## config.mk

```make
export PLATFORM = sky130hd
export DESIGN_NAME = div_unit_flat
export DESIGN_NICKNAME = d
export VERILOG_FILES = /design/src/rtl/div_unit_pkg.sv /design/src/rtl/div_unit_if.sv /design/src/rtl/div_unit_adder.sv /design/src/rtl/div_unit.sv /design/src/flat_wrapper.sv
export SDC_FILE = /design/constraint.sdc
export NUM_CORES = 1
export LEC_CHECK = 0
export CORE_ASPECT_RATIO = 2
export CORE_UTILIZATION = 30
export DETAILED_ROUTE_END_ITERATION = 7
export PLACE_DENSITY = 0.53
export SLEW_MARGIN = 40
export SYNTH_ARGS = -nofsm -noshare
export SYNTH_HDL_FRONTEND = slang
export SYNTH_SLANG_ARGS = --single-unit
```

## constraint.sdc

```tcl
create_clock -name clk -period 4.4 [get_ports clk]
set_clock_uncertainty 0.15 [all_clocks]
set_input_delay 0.44 -clock clk [delete_from_list [all_inputs] [get_ports clk]]
set_output_delay 0.44 -clock clk [all_outputs]
set_load 0.02 [all_outputs]
```

## src/rtl/div_unit_pkg.sv

```systemverilog
// Shared definitions for the RV32M iterative divider: operand width, op encoding,
// FSM state type and small decode helpers.
package div_unit_pkg;

    localparam int XLEN = 32;

    localparam logic [1:0] OP_DIV  = 2'd0;
    localparam logic [1:0] OP_DIVU = 2'd1;
    localparam logic [1:0] OP_REM  = 2'd2;
    localparam logic [1:0] OP_REMU = 2'd3;

    typedef enum logic [1:0] {
        IDLE = 2'd0,
        CALC = 2'd1,
        FIX  = 2'd2,
        DONE = 2'd3
    } state_e;

    function automatic logic is_signed_op(input logic [1:0] op);
        return (op == OP_DIV) || (op == OP_REM);
    endfunction

    function automatic logic is_rem_op(input logic [1:0] op);
        return (op == OP_REM) || (op == OP_REMU);
    endfunction

    // Two's-complement magnitude; the most negative value maps onto itself and is read as unsigned.
    function automatic logic [XLEN-1:0] magnitude(input logic [XLEN-1:0] x, input logic neg);
        return neg ? (~x + {{(XLEN-1){1'b0}}, 1'b1}) : x;
    endfunction

endpackage

```

## src/rtl/div_unit_if.sv

```systemverilog
// Request/response handshake bundle between the execute stage and the divider.
interface div_unit_if;
    import div_unit_pkg::*;

    logic            in_valid;
    logic            in_ready;
    logic [1:0]      op;
    logic [XLEN-1:0] a;
    logic [XLEN-1:0] b;
    logic            flush;
    logic            out_valid;
    logic            out_ready;
    logic [XLEN-1:0] result;
    logic            busy;

    modport master (
        output in_valid, op, a, b, flush, out_ready,
        input  in_ready, out_valid, result, busy
    );

    modport slave (
        input  in_valid, op, a, b, flush, out_ready,
        output in_ready, out_valid, result, busy
    );

endinterface

```

## src/rtl/div_unit_adder.sv

```systemverilog
// The execute-stage 32-bit adder with carry in/out, shared by trial subtract and sign fix-up.
module div_unit_adder
    import div_unit_pkg::*;
(
    input  logic [XLEN-1:0] a,
    input  logic [XLEN-1:0] b,
    input  logic            cin,
    output logic [XLEN-1:0] sum,
    output logic            cout
);

    assign {cout, sum} = {1'b0, a} + {1'b0, b} + {{XLEN{1'b0}}, cin};

endmodule

```

## src/rtl/div_unit.sv

```systemverilog
// Radix-2 restoring divider for DIV/DIVU/REM/REMU: 32 trial-subtract iterations,
// one sign fix-up cycle, then the result is held until the consumer takes it.
module div_unit
    import div_unit_pkg::*;
(
    input  logic       clk,
    input  logic       rst,
    div_unit_if.slave  bus
);

    state_e          state_r;
    logic [4:0]      cnt_r;
    logic [XLEN-1:0] rem_r;
    logic [XLEN-1:0] quo_r;
    logic [XLEN-1:0] div_r;
    logic [XLEN-1:0] result_r;
    logic            is_rem_r;
    logic            neg_q_r;
    logic            neg_r_r;
    logic            in_ready_r;
    logic            out_valid_r;
    logic            busy_r;

    logic [XLEN-1:0] rem_shift_s;
    logic [XLEN-1:0] fix_src_s;
    logic [XLEN-1:0] add_a_s;
    logic [XLEN-1:0] add_b_s;
    logic [XLEN-1:0] add_sum_s;
    logic [XLEN-1:0] special_res_s;
    logic            add_cin_s;
    logic            add_cout_s;
    logic            q_bit_s;
    logic            fix_neg_s;
    logic            accept_s;
    logic            signed_s;
    logic            sign_a_s;
    logic            sign_b_s;
    logic            div0_s;
    logic            ovf_s;

    div_unit_adder u_adder (
        .a    (add_a_s),
        .b    (add_b_s),
        .cin  (add_cin_s),
        .sum  (add_sum_s),
        .cout (add_cout_s)
    );

    // Adder operand mux: negation (~x + 1) in FIX, trial subtract (rem - divisor) otherwise.
    always_comb begin
        rem_shift_s = {rem_r[XLEN-2:0], quo_r[XLEN-1]};
        fix_src_s   = is_rem_r ? rem_r : quo_r;
        fix_neg_s   = is_rem_r ? neg_r_r : neg_q_r;
        if (state_r == FIX) begin
            add_a_s   = ~fix_src_s;
            add_b_s   = {XLEN{1'b0}};
            add_cin_s = 1'b1;
        end else begin
            add_a_s   = rem_shift_s;
            add_b_s   = ~div_r;
            add_cin_s = 1'b1;
        end
        // A bit shifted out of rem means rem_shifted exceeds any 32-bit divisor.
        q_bit_s = rem_r[XLEN-1] | add_cout_s;
    end

    // Request decode: sign flags and the two cases resolved without iterating.
    always_comb begin
        accept_s = bus.in_valid && in_ready_r;
        signed_s = is_signed_op(bus.op);
        sign_a_s = signed_s & bus.a[XLEN-1];
        sign_b_s = signed_s & bus.b[XLEN-1];
        div0_s   = (bus.b == {XLEN{1'b0}});
        ovf_s    = signed_s && (bus.a == {1'b1, {(XLEN-1){1'b0}}}) && (bus.b == {XLEN{1'b1}});
        if (div0_s) begin
            special_res_s = is_rem_op(bus.op) ? bus.a : {XLEN{1'b1}};
        end else if (ovf_s) begin
            special_res_s = is_rem_op(bus.op) ? {XLEN{1'b0}} : {1'b1, {(XLEN-1){1'b0}}};
        end else begin
            special_res_s = {XLEN{1'b0}};
        end
    end

    // Control FSM with datapath registers and registered handshake outputs.
    always_ff @(posedge clk or posedge rst) begin
        if (rst) begin
            state_r     <= IDLE;
            cnt_r       <= 5'd0;
            rem_r       <= {XLEN{1'b0}};
            quo_r       <= {XLEN{1'b0}};
            div_r       <= {XLEN{1'b0}};
            result_r    <= {XLEN{1'b0}};
            is_rem_r    <= 1'b0;
            neg_q_r     <= 1'b0;
            neg_r_r     <= 1'b0;
            in_ready_r  <= 1'b1;
            out_valid_r <= 1'b0;
            busy_r      <= 1'b0;
        end else begin
            case (state_r)
                IDLE: begin
                    if (accept_s) begin
                        is_rem_r   <= is_rem_op(bus.op);
                        neg_q_r    <= sign_a_s ^ sign_b_s;
                        neg_r_r    <= sign_a_s;
                        quo_r      <= magnitude(bus.a, sign_a_s);
                        div_r      <= magnitude(bus.b, sign_b_s);
                        rem_r      <= {XLEN{1'b0}};
                        cnt_r      <= 5'd0;
                        in_ready_r <= 1'b0;
                        busy_r     <= 1'b1;
                        if (div0_s || ovf_s) begin
                            result_r <= special_res_s;
                            state_r  <= DONE;
                        end else begin
                            state_r  <= CALC;
                        end
                    end else begin
                        state_r <= IDLE;
                    end
                end
                CALC: begin
                    if (bus.flush) begin
                        state_r     <= IDLE;
                        cnt_r       <= 5'd0;
                        out_valid_r <= 1'b0;
                        in_ready_r  <= 1'b1;
                        busy_r      <= 1'b0;
                    end else begin
                        rem_r <= q_bit_s ? add_sum_s : rem_shift_s;
                        quo_r <= {quo_r[XLEN-2:0], q_bit_s};
                        if (cnt_r == 5'd31) begin
                            cnt_r   <= 5'd0;
                            state_r <= FIX;
                        end else begin
                            cnt_r   <= cnt_r + 5'd1;
                        end
                    end
                end
                FIX: begin
                    if (bus.flush) begin
                        state_r     <= IDLE;
                        out_valid_r <= 1'b0;
                        in_ready_r  <= 1'b1;
                        busy_r      <= 1'b0;
                    end else begin
                        result_r <= fix_neg_s ? add_sum_s : fix_src_s;
                        state_r  <= DONE;
                    end
                end
                DONE: begin
                    if (bus.flush) begin
                        state_r     <= IDLE;
                        out_valid_r <= 1'b0;
                        in_ready_r  <= 1'b1;
                        busy_r      <= 1'b0;
                    end else if (out_valid_r && bus.out_ready) begin
                        state_r     <= IDLE;
                        out_valid_r <= 1'b0;
                        in_ready_r  <= 1'b1;
                        busy_r      <= 1'b0;
                    end else begin
                        out_valid_r <= 1'b1;
                    end
                end
                default: begin
                    state_r     <= IDLE;
                    cnt_r       <= 5'd0;
                    out_valid_r <= 1'b0;
                    in_ready_r  <= 1'b1;
                    busy_r      <= 1'b0;
                end
            endcase
        end
    end

    assign bus.in_ready  = in_ready_r;
    assign bus.out_valid = out_valid_r;
    assign bus.result    = result_r;
    assign bus.busy      = busy_r;

endmodule

```

## src/flat_wrapper.sv

```systemverilog
// flat-port wrapper written by rule: the top's interface ports become plain ports
module div_unit_flat import div_unit_pkg::*;
  (clk, rst, bus_in_valid, bus_op, bus_a, bus_b, bus_flush, bus_out_ready, bus_in_ready, bus_out_valid, bus_result, bus_busy);
  div_unit_if bus_i ();
  input  logic clk;
  input  logic rst;
  input wire logic [$bits(bus_i.in_valid)-1:0] bus_in_valid;
  input wire logic [$bits(bus_i.op)-1:0] bus_op;
  input wire logic [$bits(bus_i.a)-1:0] bus_a;
  input wire logic [$bits(bus_i.b)-1:0] bus_b;
  input wire logic [$bits(bus_i.flush)-1:0] bus_flush;
  input wire logic [$bits(bus_i.out_ready)-1:0] bus_out_ready;
  output wire logic [$bits(bus_i.in_ready)-1:0] bus_in_ready;
  output wire logic [$bits(bus_i.out_valid)-1:0] bus_out_valid;
  output wire logic [$bits(bus_i.result)-1:0] bus_result;
  output wire logic [$bits(bus_i.busy)-1:0] bus_busy;
  assign bus_i.in_valid = bus_in_valid;
  assign bus_i.op = bus_op;
  assign bus_i.a = bus_a;
  assign bus_i.b = bus_b;
  assign bus_i.flush = bus_flush;
  assign bus_i.out_ready = bus_out_ready;
  assign bus_in_ready = bus_i.in_ready;
  assign bus_out_valid = bus_i.out_valid;
  assign bus_result = bus_i.result;
  assign bus_busy = bus_i.busy;
  div_unit u_core (.clk(clk), .rst(rst), .bus(bus_i));
endmodule
```

==> impl_metrics.yaml <==
run_status:
  status: "complete, no violations"
final_layout:
  finalNonFillerCells: 1897
  antenna_cells: 0
  syn_to_final_growth_pct: 22.0
  fin_area_mm2: 0.0133
  nNetsFinal: 1549
  final_common_cell: "nand2_1"
  regArea_mm2: 0.00353
  num-fill-cells: 3697
  drive_gt1_share_pct: 10.3
  most-common-layout-cells: "nand2_1, nor2_1, dfrtp_1"
  multiInputGateArea_mm2: 0.00697
placed_design:
  place_inst: 1865
  io_buffers: 105
  hpwl_um: 28900
  placed_area_mm2: 0.0127
  place_congestion: 0.856
synthesis:
  ys_seq_area_share_pct: 32.4
  ys_ff_latch: 141
  syn_inst: 1341
  avgSynthCellArea_um2: 8.11
  synth_area_leaders: "dfrtp_1, mux2i_1, nand2_1"
  async_flop_share_pct: 100
  yosysWarnings: 0
  ys_types: 75
  yosysTopAreaCellShare_pct: 32.2
  synth_fp_nets: 1456
  synth-edff-count: 0
  synth-main-ff-cell: "dfrtp_1"
  syn_area_mm2: 0.0109
  yosysTopAreaCell: "dfrtp_1"
sta:
  hold_viol_final: 0
  slew_viol_final: 0
  worst_pin_slew_ns: 0.670
  rsz0062_at_grt: "false"
  setup_tns_ns: 0
  relSlewSlack_pct: 55.2
  post-route-min-period_ns: 4.24
  finalSetupViolations: 0
  fmax_ghz: 0.236
  finalCritPeriodShare_pct: 96.3
floorplanning:
  die_h_um: 271
  core_mm2: 0.0357
  fp.dieW_um: 137
  die_area_mm2: 0.0371
  num_rows: 98
  start_util_pct: 30.5
  ios: 106
route:
  first_iter_violations: 553
  wl_per_cell_um: 19.2
  dr.pass1.iters: 6
  ant_nets: 0
  vias: 10240
  drt_wl_total_um: 36500
  drc_errors: 0
  via_per_inst: 5.40
global_routing:
  grt-ovfl-total: 0
  gr-usage-all-layers_pct: 20.0
  antenna_found_initial: 0
  grt_pass1_vias: 10140
  grt_pass1_wl_um: 56700
  grt_start_max_net_pins: 71
power:
  ir_drop_uv: 356
  p_per_area_mw_per_mm2: 892
  p_leak_nw: 5.59
setup_path:
  worst_ep_required_time_ns: 4.56
  worstSetupPathType: "reg2reg"
  cp.arrival_ns: 4.39
  endpoint_kind: "flop"
  worst_setup_path_start_kind: "flop"
  path_max_fanout: 27
clock_network:
  numClockSinks: 141
  cts_buffer_depth: 2
  clock-root-buffer: "clkbuf_16"
  cts_buffers: 17
  tritoncts: "done"
  clk_latency_ns: 0.44
  post-cts-setup-buffers: 0
  cts_max_level: 4
  clk_pin_slew_worst_paths_ns: 0.06
hold_path:
  worst_hold_path_type: "in2async"
job:
  max_cap_violations: 0
==> flip-flops by register name, indices dropped and copies added, names as in the netlist <==
signal and flops:
u_core.bus.result 32, u_core.neg_q_r 1, u_core.bus.out_valid 1, u_core.rem_r 32, u_core.bus.in_ready 1, u_core.quo_r 32
u_core.state_r 2, u_core.bus.busy 1, u_core.neg_r_r 1, u_core.cnt_r 5, u_core.is_rem_r 1, u_core.div_r 32
==> layer usage <==
layer	vias up	wire length (um)	global-route usage, %
met5	-	0	0
met4	0	1860	11.1
met3	84	1150	2.17
met2	293	18600	35.1
met1	4849	14900	23.4
li1	5014	-	-
==> final timing paths <==
check | startpoint | to | slack (ns) | cells past startpoint
setup reg to reg | u_core.state_r[0] | u_core.rem_r[31] | 0.16 | 14
max in group asynchronous | rst | u_core.bus.in_ready | 2.88 | 3
hold reg to reg | u_core.div_r[11] | u_core.div_r[11] | 0.33 | 2
hold / removal | rst | u_core.bus.result[4] | 0.25 | 2
min in group clk | u_core.div_r[11] | u_core.div_r[11] | 0.33 | 2
setup / recovery | u_core.state_r[0] | u_core.rem_r[31] | 0.16 | 14
==> critical path, stage by stage (launching register included) <==
cell and delay, ns:
dfrtp_1 0.40, inv_1 0.16, ha_1 0.22, buf_12 0.19, mux2_2 0.38, ha_1 0.38
a211oi_1 0.30, nor2_1 0.11, o41ai_1 0.45, and3_1 0.26, a21oi_1 0.12, a221oi_1 0.50
buf_4 0.20, xor2_1 0.16, o31ai_1 0.08
==> power by group <==
| part | internal, W | leakage (nW) | switching (W) |
|---|---|---|---|
| clock | 0.000913 | 0.297 | 0.000597 |
| sequential | 0.00185 | 1.81 | 0.000489 |
| combinational | 0.00327 | 3.49 | 0.00473 |
==> timing repair <==
item / in CTS / in global routing
hold endpoints to repair: 0 / 0
endpoints found under the setup margin: 0 / 1
hold buffers: 0 / 0
resized for setup: 0 / 1
==> area by class of cell <==
cell class,instances,share of cell area [%]
Tap cell,450,4.24
Inverter,20,0.603
Sequential cell,141,26.6
Multi-Input combinational cell,1097,52.6
Clock inverter,8,0.783
Clock buffer,24,3.78
Timing Repair Buffer,157,11.4
==> cells by family (layout without fill, tap and decap cells) <==
| family | after synthesis | count (layout) | share of synthesized area (%) |
|---|---|---|---|
| AND/OR/NAND/NOR | 463 | 463 | 19.6 |
| AO/OA/AOI/OAI | 404 | 404 | 22.4 |
| flip-flops | 141 | 141 | 32.4 |
| buffers and inverters | 103 | 209 | 3.86 |
| multiplexers | 101 | 101 | 9.70 |
| XOR/XNOR | 85 | 85 | 6.84 |
| adder cells (fa/ha/maj) | 44 | 44 | 5.13 |
==> cell usage after synthesis, drive strengths merged (20+ instances only) <==
master  instances
a31oi          33
o211ai         22
nand3          23
ha             43
mux2           35
buf            23
o21ai         159
inv            20
xnor2          42
mux2i          66
xor2           43
nand2         174
nor2          148
o31ai          20
clkbuf         60
a21oi          92
dfrtp         140
==> through the flow <==
stage	worst slack, ns	util [%]	hold slack (ns)	total power [W]
CTS	0.109	37.2	0.291	0.0119
finish	0.163	37.2	0.250	0.0118
global route	0.0146	37.2	0.308	0.0128
floorplan	0.0304	-	0.292	0.00779
detailed placement	0.133	35.5	0.321	0.0103
global placement	0.117	35.5	0.313	0.0102
No activity file was read; power rests on OpenSTA's default activity.
